==> config.mk <==
export PLATFORM = sky130hd
export DESIGN_NAME = rv_gpio_flat
export DESIGN_NICKNAME = d
export VERILOG_FILES = /design/src/rtl/rv_gpio_pkg.sv /design/src/rtl/rv_gpio_if.sv /design/src/rtl/rv_sync.sv /design/src/rtl/rv_gpio.sv /design/src/flat_wrapper.sv
export SDC_FILE = /design/constraint.sdc
export NUM_CORES = 1
export LEC_CHECK = 0
export CORE_MARGIN = 2
export CORE_UTILIZATION = 50
export CTS_BUF_LIST = sky130_fd_sc_hd__clkbuf_8
export DETAILED_ROUTE_END_ITERATION = 6
export PLACE_DENSITY = 0.95
export SLEW_MARGIN = 20
export SYNTH_ARGS = -nofsm -noshare
export SYNTH_HDL_FRONTEND = slang
export SYNTH_HIERARCHICAL = 1
export SYNTH_SLANG_ARGS = --single-unit
==> constraint.sdc <==
create_clock -name clk -period 4.44 [get_ports clk]
set_input_delay 1.11 -clock clk [delete_from_list [all_inputs] [get_ports clk]]
set_output_delay 1.11 -clock clk [all_outputs]
set_load 0.01 [all_outputs]
==> src/rtl/rv_gpio_pkg.sv <==
// Shared types, register selectors and helpers for the rv_gpio block.
package rv_gpio_pkg;

    typedef logic [31:0] u32_t;

    // Word index within the 32-byte window (adr[4:2]).
    typedef enum logic [2:0] {
        GPIO_OUT  = 3'd0,
        GPIO_IN   = 3'd1,
        GPIO_DIR  = 3'd2,
        GPIO_SET  = 3'd3,
        GPIO_CLR  = 3'd4,
        GPIO_RISE = 3'd5,
        GPIO_FALL = 3'd6,
        GPIO_PEND = 3'd7
    } gpio_reg_e;

    function automatic u32_t width_mask(input int nbit);
        if (nbit >= 32) begin
            return '1;
        end
        return u32_t'((64'd1 << nbit) - 64'd1);
    endfunction

endpackage

==> src/rtl/rv_gpio_if.sv <==
// Data-bus slice seen by rv_gpio: address, qualifiers, byte enables and data.
interface rv_gpio_if;
    import rv_gpio_pkg::*;

    logic [4:0] adr;
    logic       cs;
    logic       rdy;
    logic [3:0] we;
    logic       re;
    u32_t       dw;
    u32_t       dr;

    modport master (output adr, cs, rdy, we, re, dw, input dr);
    modport slave  (input adr, cs, rdy, we, re, dw, output dr);

endinterface

==> src/rtl/rv_sync.sv <==
// W-bit multi-flop synchroniser for asynchronous pad inputs, cleared by reset.
module rv_sync #(
    parameter int W      = 1,
    parameter int STAGES = 2
) (
    input  logic         clk,
    input  logic         reset,
    input  logic [W-1:0] d,
    output logic [W-1:0] q
);

    logic [STAGES*W-1:0] chain_reg;

    always_ff @(posedge clk) begin
        if (reset) begin
            chain_reg <= '0;
        end else begin
            chain_reg <= {chain_reg[(STAGES-1)*W-1:0], d};
        end
    end

    assign q = chain_reg[STAGES*W-1 -: W];

endmodule

==> src/rtl/rv_gpio.sv <==
// Memory-mapped GPIO: per-bit direction, atomic set/clear, synchronised inputs
// and rise/fall edge interrupts with write-one-to-clear pending bits.
module rv_gpio
    import rv_gpio_pkg::*;
#(
    parameter int              NBIT        = 8,
    parameter int              SYNC_STAGES = 2,
    parameter logic [NBIT-1:0] OUT_RST     = '0
) (
    input  logic            clk,
    input  logic            reset,
    rv_gpio_if.slave        bus,
    input  logic [NBIT-1:0] pin,
    output logic [NBIT-1:0] pout,
    output logic [NBIT-1:0] poe,
    output logic            irq
);

    localparam u32_t       VALID     = width_mask(NBIT);
    localparam logic [2:0] WARM_DONE = 3'(SYNC_STAGES + 1);

    u32_t            lane_mask;
    logic            access;
    gpio_reg_e       sel;
    logic [NBIT-1:0] wmask;
    logic [NBIT-1:0] wdata;

    logic [NBIT-1:0] data_out_reg, data_out_next;
    logic [NBIT-1:0] dir_reg, dir_next;
    logic [NBIT-1:0] rise_en_reg, rise_en_next;
    logic [NBIT-1:0] fall_en_reg, fall_en_next;
    logic [NBIT-1:0] pend_reg, pend_next, pend_clr;
    logic [NBIT-1:0] sync_q, prev_reg, edge_set;
    logic [2:0]      warm_cnt_reg;
    logic            armed;
    logic [NBIT-1:0] rd_val;
    u32_t            rd_word, dr_reg, dr_next;
    logic            irq_reg;
    logic            unused_bits;

    for (genvar gi = 0; gi < 4; gi++) begin : g_lane
        assign lane_mask[8*gi +: 8] = {8{bus.we[gi]}};
    end

    assign access = bus.cs & bus.rdy;
    assign sel    = gpio_reg_e'(bus.adr[4:2]);
    assign wmask  = lane_mask[NBIT-1:0] & {NBIT{access}};
    assign wdata  = bus.dw[NBIT-1:0];

    // Lanes/bits above NBIT and the byte offset inside a word carry no state.
    assign unused_bits = ^{bus.adr[1:0], bus.dw & ~VALID, lane_mask & ~VALID};

    always_comb begin
        data_out_next = data_out_reg;
        dir_next      = dir_reg;
        rise_en_next  = rise_en_reg;
        fall_en_next  = fall_en_reg;
        pend_clr      = '0;
        case (sel)
            GPIO_OUT:  data_out_next = (data_out_reg & ~wmask) | (wdata & wmask);
            GPIO_SET:  data_out_next = data_out_reg | (wdata & wmask);
            GPIO_CLR:  data_out_next = data_out_reg & ~(wdata & wmask);
            GPIO_DIR:  dir_next      = (dir_reg & ~wmask) | (wdata & wmask);
            GPIO_RISE: rise_en_next  = (rise_en_reg & ~wmask) | (wdata & wmask);
            GPIO_FALL: fall_en_next  = (fall_en_reg & ~wmask) | (wdata & wmask);
            GPIO_PEND: pend_clr      = wdata & wmask;
            default:   ;
        endcase
        // A fresh edge outranks a same-cycle clear so no event is lost.
        pend_next = (pend_reg & ~pend_clr) | edge_set;
    end

    rv_sync #(
        .W      (NBIT),
        .STAGES (SYNC_STAGES)
    ) u_sync (
        .clk   (clk),
        .reset (reset),
        .d     (pin),
        .q     (sync_q)
    );

    // Masked until the synchroniser and prev flop hold real pad values.
    assign armed = (warm_cnt_reg == WARM_DONE);

    for (genvar gi = 0; gi < NBIT; gi++) begin : g_edge
        assign edge_set[gi] = armed &
            (( sync_q[gi] & ~prev_reg[gi] & rise_en_reg[gi]) |
             (~sync_q[gi] &  prev_reg[gi] & fall_en_reg[gi]));
    end

    always_comb begin
        rd_val = '0;
        case (sel)
            GPIO_OUT:  rd_val = data_out_reg;
            GPIO_IN:   rd_val = sync_q;
            GPIO_DIR:  rd_val = dir_reg;
            GPIO_RISE: rd_val = rise_en_reg;
            GPIO_FALL: rd_val = fall_en_reg;
            GPIO_PEND: rd_val = pend_reg;
            default:   rd_val = '0;
        endcase
        rd_word              = '0;
        rd_word[NBIT-1:0]    = rd_val;
        dr_next              = (access & bus.re) ? rd_word : '0;
    end

    always_ff @(posedge clk) begin
        if (reset) begin
            data_out_reg <= OUT_RST;
            dir_reg      <= '0;
            rise_en_reg  <= '0;
            fall_en_reg  <= '0;
            pend_reg     <= '0;
            prev_reg     <= '0;
            warm_cnt_reg <= '0;
            dr_reg       <= '0;
            irq_reg      <= 1'b0;
        end else begin
            data_out_reg <= data_out_next;
            dir_reg      <= dir_next;
            rise_en_reg  <= rise_en_next;
            fall_en_reg  <= fall_en_next;
            pend_reg     <= pend_next;
            prev_reg     <= sync_q;
            if (!armed) begin
                warm_cnt_reg <= warm_cnt_reg + 3'd1;
            end
            dr_reg       <= dr_next;
            irq_reg      <= |pend_reg;
        end
    end

    assign bus.dr = dr_reg;
    assign pout   = data_out_reg;
    assign poe    = dir_reg;
    assign irq    = irq_reg;

endmodule

==> src/flat_wrapper.sv <==
// flat-port wrapper written by rule: the top's interface ports become plain ports
module rv_gpio_flat import rv_gpio_pkg::*;
#(
    parameter int              NBIT        = 8,
    parameter int              SYNC_STAGES = 2,
    parameter logic [NBIT-1:0] OUT_RST     = '0
)
  (clk, reset, pin, pout, poe, irq, bus_adr, bus_cs, bus_rdy, bus_we, bus_re, bus_dw, bus_dr);
  rv_gpio_if bus_i ();
  input  logic clk;
  input  logic reset;
  input  logic [NBIT-1:0] pin;
  output logic [NBIT-1:0] pout;
  output logic [NBIT-1:0] poe;
  output logic irq;
  input wire logic [$bits(bus_i.adr)-1:0] bus_adr;
  input wire logic [$bits(bus_i.cs)-1:0] bus_cs;
  input wire logic [$bits(bus_i.rdy)-1:0] bus_rdy;
  input wire logic [$bits(bus_i.we)-1:0] bus_we;
  input wire logic [$bits(bus_i.re)-1:0] bus_re;
  input wire logic [$bits(bus_i.dw)-1:0] bus_dw;
  output wire logic [$bits(bus_i.dr)-1:0] bus_dr;
  assign bus_i.adr = bus_adr;
  assign bus_i.cs = bus_cs;
  assign bus_i.rdy = bus_rdy;
  assign bus_i.we = bus_we;
  assign bus_i.re = bus_re;
  assign bus_i.dw = bus_dw;
  assign bus_dr = bus_i.dr;
  rv_gpio #(.NBIT(NBIT), .SYNC_STAGES(SYNC_STAGES), .OUT_RST(OUT_RST)) u_core (.clk(clk), .reset(reset), .bus(bus_i), .pin(pin), .pout(pout), .poe(poe), .irq(irq));
endmodule
==> key figures <==
Run status
  – Status: complete, no violations

Timing
  – Endpoints failing setup: 0
  – Slew Viols, Final: 0
  – Final Critical Period: 2980 ps
  – Period utilization: 0.672
  – RSZ-0062 raised after global routing: no
  – Final hold viol count: 0
  – Fmax: 335 MHz
  – Worst-Margin Slew: 860 ps
  – Rel. slew slack: 0.425
  – Setup TNS: 0 ps
  – Setup Skew: 6.52 ps

Synth
  – Flops & latches, synth: 76
  – Largest cells by area after synthesis: dfxtp_1 (43%), buf_4 (7.4%), mux2i_1 (5.1%)
  – Commonest cells in the netlist: dfxtp_1 (76), buf_4 (35), nand2_1 (35), nand3_1 (21), mux2i_1 (18)
  – Share of the synthesized area in the top cell type: 0.428
  – Post-synth EDFFs: 0
  – Cell Area, Synth: 3550 um^2
  – Post-synth cell types: 46
  – Synth async-reset ratio: 0
  – Ys flop type: dfxtp_1
  – Mean Syn Cell Area: 9.52 um^2
  – Yosys warning count: 6
  – Gate Count Post-Synth: 373
  – Yosys top cell by area: dfxtp_1
  – Most common cell in the netlist: dfxtp_1
  – Sequential area share after synthesis: 0.428

Critical path
  – Slowest stage delay, CP: 850 ps
  – Cell depth of the worst setup path: 4
  – Worst R2R Start: u_core/warm_cnt_reg[0]
  – CP bufs+invs: 1
  – Critical Path RT: 4710 ps
  – Worst path slowest cell: clkdlybuf4s50_1
  – Max Fanout on Critical Path: 25
  – Crit-path leading delay family: simple AND/OR/NAND/NOR gates
  – Arr. time, crit path: 3250 ps
  – Worst r2r path cells: 4
  – WS Path Type: in2reg
  – Worst Setup Start Kind: input pin
  – Cell chain of the critical path: clkdlybuf4s50_1, and2b_1, and3_1, mux2i_1
  – Critical path origin: bus_adr[3]
  – Worst Setup End Kind: flip-flop
  – R2R Path End: u_core/pend_reg[6]
  – Flop2flop setup slack: 2790 ps

Floorplan
  – Die area: 7790 um^2
  – Rows: 30
  – Die Ht: 88.3 um
  – Starting Density: 0.520
  – Core outline area: 6830 um^2
  – I/O pins: 103
  – Die Wd: 88.3 um

Drt
  – DRT Wirelength: 8.23 mm
  – WL per Instance: 16.2 um
  – Total vias in the final route: 2915
  – Post-route ant nets: 0
  – Drt first-iter violations: 266
  – Drc violations: 0
  – DRT Pass-1 Iters: 5
  – Vias per Instance: 5.75

Placed design
  – Placed Cells incl. Taps: 492
  – Dpl hpwl: 5.77 mm
  – Buffers on Ports: 49
  – Post-Place Cell Area: 3930 um^2
  – Placer Congestion: 0.865

Job
  – Max_cap viols: 0

Global route
  – GR peak layer: met2
  – Vias in the first global route: 2772
  – Grt met2 use: 0.359
  – Antenna violations before repair: 0
  – Tot GR Track Use: 0.218
  – First-pass GRT wire length: 13.1 mm
  – Met3 Usage GRT: 0.0672
  – Met1 Use GR: 0.265
  – Grt ovf: 0
  – Pin count of the biggest net entering global routing: 40

CTS
  – CTS tree: done
  – Clk Latency, worst-skew pair: 350 ps
  – Hold buffers post-CTS: 0
  – Post-CTS Resized: 0
  – CTS Buffer Depth: 2
  – Post-CTS setup buffer count: 0
  – TritonCTS Buffers: 9
  – Clk root buf: clkbuf_8
  – H-tree depth: 3
  – CTS sink cnt: 76
  – CTS clk-pin slew, worst paths: 70 ps

Cells and area
  – Post-layout utilization of the core: 0.601
  – Footprint of the multi-input gates: 1720 um^2
  – Nets: 463
  – Design area: 4110 um^2
  – Antenna cells: 0
  – Fraction of layout cells with a size suffix above 1: 0.129
  – Area delta synth->final: 15.6%
  – Register area: 1520 um^2
  – Fill count: 570
  – Layout Cells excl Fill: 507

Power
  – PD cells: 328 nW/um^2
  – Maximum VDD drop: 271 uV
  – Leakage: 1.55 nW

Worst hold path
  – Worst hold stages: 1
  – Hold WC Path Type: reg2reg
[worst register-to-register path, cell delays in order, from the launching register on]
cell and delay [ps]:
dfxtp_1 350, ha_1 150, ha_1 250, nor2b_1 620
a32o_1 230
[where the power goes]
part | switching (W) | leakage (nW) | internal (W)
Combinational | 0.0000847 | 0.834 | 0.0000627
Sequential | 0.0000116 | 0.617 | 0.000701
Clock | 0.000237 | 0.100 | 0.000252
Total | 0.000333 | 1.55 | 0.00102
[layout make-up]
class,instances,share of cell area
Multi-Input combinational cell,255,0.418
Sequential cell,76,0.370
Timing Repair Buffer,54,0.129
Clock buffer,9,0.0302
Tap cell,96,0.0292
Clock inverter,6,0.0140
Inverter,11,0.0101
[layout by cell type (no fill, tap or decap), types with 2 or more instances in the layout]
| master | n |
|---|---|
| a211oi_1 | 4 |
| a21o_1 | 8 |
| a21oi_1 | 12 |
| a221oi_1 | 6 |
| a22oi_1 | 3 |
| a311oi_1 | 2 |
| a32o_1 | 8 |
| and2b_1 | 2 |
| and2b_2 | 6 |
| and3_1 | 4 |
| and4b_1 | 2 |
| buf_4 | 5 |
| clkbuf_8 | 9 |
| clkdlybuf4s50_1 | 49 |
| clkinv_2 | 3 |
| conb_1 | 24 |
| dfxtp_1 | 76 |
| ha_1 | 2 |
| inv_1 | 12 |
| mux2_2 | 15 |
| mux2i_1 | 18 |
| nand2_1 | 35 |
| nand3_1 | 21 |
| nand3b_1 | 9 |
| nand4_1 | 8 |
| nor2_1 | 7 |
| nor2b_1 | 12 |
| nor2b_2 | 7 |
| nor4_1 | 2 |
| o21ai_0 | 17 |
| o221ai_1 | 7 |
[logic make-up (layout without fill, tap and decap cells)]
| logic type | after synthesis | in the layout | share of synthesized area |
|---|---|---|---|
| AO/OA/AOI/OAI | 72 | 72 | 0.149 |
| XOR/XNOR | 2 | 2 | 0.00493 |
| adder cells (fa/ha/maj) | 2 | 2 | 0.00704 |
| buffers and inverters | 65 | 80 | 0.113 |
| flip-flops | 76 | 76 | 0.428 |
| multiplexers | 33 | 33 | 0.0983 |
| other | 1 | 24 | 0.00106 |
| AND/OR/NAND/NOR | 122 | 122 | 0.199 |
[worst min-delay path by stage]
stage | from | to | slack (ps)
finish | u_core/u_sync/chain_reg[6] | u_core/u_sync/chain_reg[14] | 440
global route | u_core/u_sync/chain_reg[6] | u_core/u_sync/chain_reg[14] | 450
CTS | u_core/u_sync/chain_reg[6] | u_core/u_sync/chain_reg[14] | 430
detailed placement | u_core/u_sync/chain_reg[3] | u_core/u_sync/chain_reg[11] | 420
global placement | u_core/u_sync/chain_reg[6] | u_core/u_sync/chain_reg[14] | 420
floorplan | u_core/u_sync/chain_reg[3] | u_core/u_sync/chain_reg[11] | 410
[per-stage QoR]
step | total power (W) | hold slack, ps | setup WS [ps]
after floorplan | 0.000837 | 414 | 2290
after global placement | 0.000868 | 422 | 1210
after detailed placement | 0.000873 | 423 | 1160
after CTS | 0.00136 | 435 | 1530
after global routing | 0.00140 | 449 | 1410
final | 0.00135 | 436 | 1460
[layer usage]
layer  share of wire  vias to the layer above  wire, um
li1                -                     1347         -
met1            0.40                     1386      3280
met2            0.49                      154      4050
met3           0.076                       28       623
met4           0.033                        0       274
met5               0                        -         0
Power figures use the tool's default switching activity.
